--- src/rtl/mag_env_detect.sv ---
// Peak-hold envelope detector for the magnitude stream: instant attack, sample-counted hold,
// then exponential decay by env >> DSH, floored at the current input.
module mag_env_detect #(
    parameter int unsigned HOLD = 4,
    parameter int unsigned DSH  = 2,
    parameter int unsigned HW   = 8
) (
    input  logic        clk,
    input  logic        rst_n,
    input  logic [15:0] m,
    input  logic        iv,
    input  logic        clr,
    output logic [15:0] env,
    output logic        ov,
    output logic [1:0]  st
);

    localparam int unsigned MW = 16;

    typedef enum logic [1:0] {
        ST_IDLE  = 2'd0,
        ST_HOLD  = 2'd1,
        ST_DECAY = 2'd2
    } state_e;

    state_e          st_q, st_d;
    logic [MW-1:0]   env_q, env_d;
    logic [HW-1:0]   hcnt_q, hcnt_d;
    logic            ov_q, ov_d;

    logic [MW-1:0]   step_c;
    logic [MW-1:0]   dec_c;
    logic [MW-1:0]   floor_c;

    // Decay step is at least 1 so the envelope always drains to zero; step <= env, so no underflow.
    always_comb begin
        step_c = env_q >> DSH;
        if (step_c == '0) begin
            step_c = MW'(1);
        end
        dec_c   = env_q - step_c;
        floor_c = (dec_c > m) ? dec_c : m;
    end

    always_ff @(posedge clk or negedge rst_n) begin
        if (!rst_n) begin
            st_q   <= ST_IDLE;
            env_q  <= '0;
            hcnt_q <= '0;
            ov_q   <= 1'b0;
        end else begin
            st_q   <= st_d;
            env_q  <= env_d;
            hcnt_q <= hcnt_d;
            ov_q   <= ov_d;
        end
    end

    always_comb begin
        st_d   = st_q;
        env_d  = env_q;
        hcnt_d = hcnt_q;
        ov_d   = 1'b0;

        if (clr) begin
            st_d   = ST_IDLE;
            env_d  = '0;
            hcnt_d = '0;
        end else if (iv) begin
            ov_d = 1'b1;
            if (m >= env_q) begin
                // Attack; an all-zero sample on an empty envelope stays idle.
                env_d = m;
                if (m == '0) begin
                    st_d   = ST_IDLE;
                    hcnt_d = '0;
                end else begin
                    st_d   = ST_HOLD;
                    hcnt_d = HW'(HOLD);
                end
            end else begin
                case (st_q)
                    ST_HOLD: begin
                        if (hcnt_q > HW'(1)) begin
                            hcnt_d = hcnt_q - HW'(1);
                        end else begin
                            hcnt_d = '0;
                            st_d   = ST_DECAY;
                        end
                    end
                    ST_DECAY: begin
                        env_d = floor_c;
                        if (floor_c == '0) begin
                            st_d = ST_IDLE;
                        end
                    end
                    default: begin
                        st_d = ST_IDLE;
                    end
                endcase
            end
        end
    end

    assign env = env_q;
    assign ov  = ov_q;
    assign st  = st_q;

endmodule

--- config.mk ---
export PLATFORM = sky130hd
export DESIGN_NAME = mag_env_detect
export DESIGN_NICKNAME = d
export VERILOG_FILES = /design/src/rtl/mag_env_detect.sv
export SDC_FILE = /design/constraint.sdc
export NUM_CORES = 1
export LEC_CHECK = 0
export ABC_AREA = 1
export CELL_PAD_IN_SITES_DETAIL_PLACEMENT = 1
export CELL_PAD_IN_SITES_GLOBAL_PLACEMENT = 2
export CORE_MARGIN = 2
export CORE_UTILIZATION = 31
export CTS_BUF_LIST = sky130_fd_sc_hd__clkbuf_4
export CTS_CLUSTER_DIAMETER = 30
export DETAILED_ROUTE_END_ITERATION = 12
export HOLD_SLACK_MARGIN = 0.02
export PLACE_DENSITY_LB_ADDON = 0.1
export SYNTH_ARGS = -nofsm -noshare
export SYNTH_HDL_FRONTEND = slang
export SYNTH_SLANG_ARGS = --single-unit
--- constraint.sdc ---
create_clock -name clk -period 4.4 [get_ports clk]
set_input_delay 0.66 -clock clk [delete_from_list [all_inputs] [get_ports clk]]
set_output_delay 0.66 -clock clk [all_outputs]
set_load 0.01 [all_outputs]
### Word level (Yosys, flattened, before mapping)

Cells that the tools add are included.

* add/subtract/negate cells: 2
* eq/ne operators: 4
* shifts and indexed selects: 0
* muxes and demuxes: 21
* reduce and logical (&&, ||, !) cells: 9
* order comparisons: 3
* $mul: 0
* divide/modulo/power cells: 0
* bitwise logic cells: 0

Operators by type and width (number)
* 2-to-1 mux 16 bit: 5
* logical NOT 16 bit: 3
* 2-to-1 mux 8 bit: 5
* greater-or-equal comparator 16 bit: 1
* greater-than comparator 16 bit: 1
* subtractor 16 x 14 -> 16 bit: 1
* 2-to-1 mux 14 bit: 1
* 2-to-1 mux 2 bit: 5
* greater-than comparator 8 x 1 -> 1 bit (second input constant): 1
* != test 4 bit (second input constant): 2
* subtractor 8 x 1 -> 8 bit (second input constant): 1
* nonzero test 3 bit: 2
* one-hot mux 2 bit (2 select lines): 1
* AND reduction 2 bit: 2
* 2-to-1 mux 1 bit: 3
* 2-to-1 mux 3 bit: 1
* AND reduction 3 bit: 1
* == test 2 x 1 -> 1 bit (second input constant): 1
* == test 2 bit (second input constant): 1
* nonzero test 2 bit: 1

* memories: 0
* output and inout bits: 19
* ROM bits: 0
* flip-flop bits (word level): 27
* bits in latches: 0
* RAM bits: 0
* logic and storage cells: 43
* bits of input ports: 20

### Logic depth before layout (Yosys ltp)

* depth after elaboration: 11
* depth in mapped cells: 33
* mapped depth without buffers: 32

### Worst setup path before layout

Ideal clock, no wire load.

* kind: flip-flop to flip-flop
* start: reg env_q[10], in the netlist env[10]
* end: reg st_q[0], in the netlist st[0]
* buffers on the path: 1
* period minus slack after synthesis: 3.869 ns
* cell stages (with the launch flop): 34
* arrival time: 3.752 ns
* data required time: 4.283 ns
* slack: 0.531 ns
* setup time: 0.117 ns
* path through: dfrtp_1 > nor4_1 > nand3_1 > o41ai_1 > ha_1 > inv_1 > fa_1 > nand3_1 > nand3_2 > nand2_1 > nand2_1 > nand2_1 > nand2_1 > nand2_1 > nand2_1 > ha_1 > nand2_2 > nor2_4 > nand2_2 > clkinv_1 > nand2_2 > nand2_4 > nand2_4 > buf_6 > nand2_2 > nand2_1 > nor2_1 > nand2_1 > nor2_1 > nand2_1 > nand2_2 > nand2_2 > nand2_1 > nand2_1

* longest elaborated chain between the ends: 8
* elaborated cells between the ends (all ways): 13
* classes of those cells: add/sub: 1; order compare: 2; eq/ne: 2; mux: 5; reduce/logical: 3

Ends and longest elaborated chain
* start, declared: RTL line 27 `logic [MW-1:0] env_q, env_d;`
* start signal, assigned: RTL line 53 `env_q <= env_d;`
* logical NOT 16 bit: RTL line 38 `if (step_c == '0) begin`
* 2-to-1 mux 14 bit: RTL line 38
* subtractor 16 x 14 -> 16 bit: RTL line 41 `dec_c = env_q - step_c;`
* greater-than comparator 16 bit: RTL line 42 `floor_c = (dec_c > m) ? dec_c : m;`
* 2-to-1 mux 16 bit: RTL line 42
* logical NOT 16 bit: RTL line 93 `if (floor_c == '0) begin`
* != test 4 bit (no line)
* AND reduction 3 bit (no line)
* end signal, assigned: RTL line 52 `st_q <= st_d;`
* end, declared: RTL line 26 `state_e st_q, st_d;`

Several ways; a longest one is shown, not always the timed one. The select of a mux whose other input is x is not followed.
A chain may end at the register's enable or synchronous reset.

### Final worst setup path

* start: reg env_q[13], in the netlist env[13]
* end: reg st_q[0], in the netlist st[0]

The elaborated chain is that of the path after synthesis.

==> reports/results.tsv <==
stage	metric	value	unit
place	gp_congestion	0.900	
layout	final-seq-area	676	um2
route	drt_pass1_iterations	4	
global_routing	grtUsageTotal	0.210	
floorplan	initial_core_util	0.316	
sta	maxSlewViolCount	0	
clock_tree	cts_buffer_depth	2	
sta	setup_viol	0	
synthesis	seq_area_frac_synth	0.189	
route	vias	3947	
layout	diodes	0	
setup_path	arrival	4.66	ns
global_routing	antenna_found_initial	0	
setup_path	crit_type	flip-flop to flip-flop	
synthesis	netlist_instances	589	
global_routing	grt_max_degree	33	
synthesis	synthArstFlopShare	1.00	
sta	relSlewSlack	0.589	
sta	holdWs	0.540	ns
layout	final_common_cell	nand2_1	
synthesis	syn_nets	658	
clock_tree	root_buffer	clkbuf_4	
run	cap_violations	0	
setup_path	endpoint_kind	flip-flop	
sta	fin_crit_sh	0.998	
floorplan	io_pins	39	
floorplan	fp.dieW	111	um
sta	tightest_slew	0.610	ns
min_path	hold_path_class	flip-flop to flip-flop	
route	viasPerCell	5.01	
clock_tree	clock-sinks	27	
setup_path	cp.required	4.67	ns
sta	hold_viol	0	
route	ant_nets	0	
floorplan	dieHeight	111	um
route	drtIter0Drc	180	
synthesis	ys_seq_elements	27	
global_routing	grt_overflow_total	0	
setup_path	critPathLaunchType	flip-flop	
sta	skew	0.00650	ns
synthesis	netlist_area	3580	um2
layout	stdcell_count	788	
layout	finish.utilization	0.399	
clock_tree	worst_skew_pair.late_latency	0.36	ns
floorplan	fp-row-count	39	
floorplan	core-area	11300	um2
setup_path	worst-path-max-fanout	8	
clock_tree	cts_buffers	3	
layout	fillCellCount	1522	
synthesis	synth_ff_type	dfrtp_1	
synthesis	yosysWarnings	0	
synthesis	synth.distinct_cells	36	
layout	nets	715	
place	io_buffer_count	38	
sta	rsz0062_at_grt	true	
clock_tree	h-tree-depth	1	
layout	drive_gt1_frac	0.135	
route	drc_errors	0	
sta	post-route-min-period	4.39	ns
synthesis	synth_edf_count	0	
layout	syn2layout_area_growth	26.3	%
synthesis	syn_avg_cell_area	6.07	um2
global_routing	grt_pass1_wl	20.9	mm
floorplan	die-area	12400	um2
route	routedWlPerCell	16.7	um
place	dpl.cell_count	775	
sta	fmax	0.228	GHz
global_routing	grt_pass1_vias	3992	
clock_tree	clkSlewWorstSetupHoldPaths	0.19	ns
route	wl	13.1	mm
clock_tree	cts_tree	built	
place	dp_hpwl	10.7	mm
layout	final_cell_mix	180 x nand2_1, 103 x inv_1, 46 x ha_1	
layout	multiInputGateArea	2680	um2
run_status	outcome	complete, no violations	
-- registers in the layout, summed over array words and instances, names as in the netlist --
signal / count
hcnt_q: 8
env: 16
st: 2
ov: 1
-- kinds of logic (layout without fill, tap and decap cells) --
group | Yosys count | count (layout) | synth area share
AND/OR/NAND/NOR | 315 | 317 | 0.381
AO/OA/AOI/OAI | 72 | 72 | 0.105
XOR/XNOR | 8 | 8 | 0.0196
adder cells (fa/ha/maj) | 49 | 49 | 0.174
flip-flops | 27 | 27 | 0.189
buffers and inverters | 118 | 172 | 0.132
-- routing by layer --
layer	up-vias	wire length (um)	GRT usage
li1	1983	-	-
met1	1896	6680	0.304
met2	54	5920	0.346
met3	14	283	0.0245
met4	0	253	0.0313
met5	-	0	0
-- worst paths after layout --
| path | startpoint | to | slack, ns | depth (start not counted) |
|---|---|---|---|---|
| setup reg to reg | env[13] | st[0] | 0.008 | 26 |
| hold reg to reg | hcnt_q[0] | hcnt_q[0] | 0.54 | 1 |
| max in group asynchronous | rst_n | hcnt_q[6] | 3.42 | 2 |
| min in group asynchronous | rst_n | env[9] | 0.68 | 2 |
| hold / removal | hcnt_q[0] | hcnt_q[0] | 0.54 | 1 |
| setup / recovery | env[13] | st[0] | 0.008 | 26 |
-- cells in the mapped netlist (3+ instances only) --
| cell | instances | area [um2] |
|---|---|---|
| a21oi_1 | 21 | 105 |
| and2_1 | 3 | 18.8 |
| buf_6 | 3 | 33.8 |
| clkbuf_1 | 4 | 15.0 |
| dfrtp_1 | 27 | 676 |
| ha_1 | 48 | 601 |
| inv_1 | 104 | 390 |
| inv_2 | 4 | 15.0 |
| nand2_1 | 198 | 743 |
| nand2_2 | 9 | 56.3 |
| nand2_4 | 3 | 33.8 |
| nand3_1 | 39 | 195 |
| nand4_1 | 11 | 68.8 |
| nor2_1 | 35 | 131 |
| nor3_1 | 4 | 20.0 |
| nor4_1 | 6 | 37.5 |
| o21ai_0 | 41 | 205 |
| o21ai_1 | 4 | 20.0 |
| xor2_1 | 6 | 52.6 |
-- area by class of cell --
class                           count  share of cell area
Sequential cell                    27               0.150
Timing Repair Buffer               58               0.118
Clock buffer                        4             0.00665
Multi-Input combinational cell    446               0.593
Tap cell                          143              0.0396
Timing Repair inverter              1             0.00139
Inverter                          109              0.0917
-- worst max-delay path: stages, from the launching register on --
cell	delay, ns
dfrtp_1	0.43
nor4_2	0.27
nand3_1	0.16
o41ai_2	0.37
ha_2	0.25
inv_2	0.05
fa_2	0.37
nand3_2	0.11
nand3_4	0.11
buf_6	0.14
xor2_2	0.15
ha_1	0.29
nand2_1	0.06
nor2_2	0.12
nand4_1	0.20
nor2_4	0.26
clkinv_4	0.12
nand3b_1	0.17
nand2_4	0.07
nor2_4	0.11
nand2_2	0.05
nor2_2	0.12
nand2_1	0.08
nand2_2	0.08
nand2_2	0.05
nand2_1	0.07
nand2_1	0.05
-- per-stage QoR --
step | setup WS [ns] | cell area, um2 | TNS [ns]
5_1_grt | -0.300 | 4520 | -0.965
4_1_cts | 0.0239 | 4230 | 0
2_1_floorplan | 0.531 | 3580 | 0
6_report | 0.00834 | 4520 | 0
3_5_place_dp | -0.123 | 4180 | -0.239
3_3_place_gp | 0.146 | 4180 | 0
-- what timing repair did --
action                                  4_1_cts  5_1_grt
hold buffers                                  0        0
buffers inserted                              0        6
gates resized for setup                       3       57
endpoints found under the setup margin        2       18
pin swaps                                     1       33
gates cloned                                  0        3
Power is not shown: default switching activity piles up to over one toggle a cycle in this logic, so the estimate is an artifact.
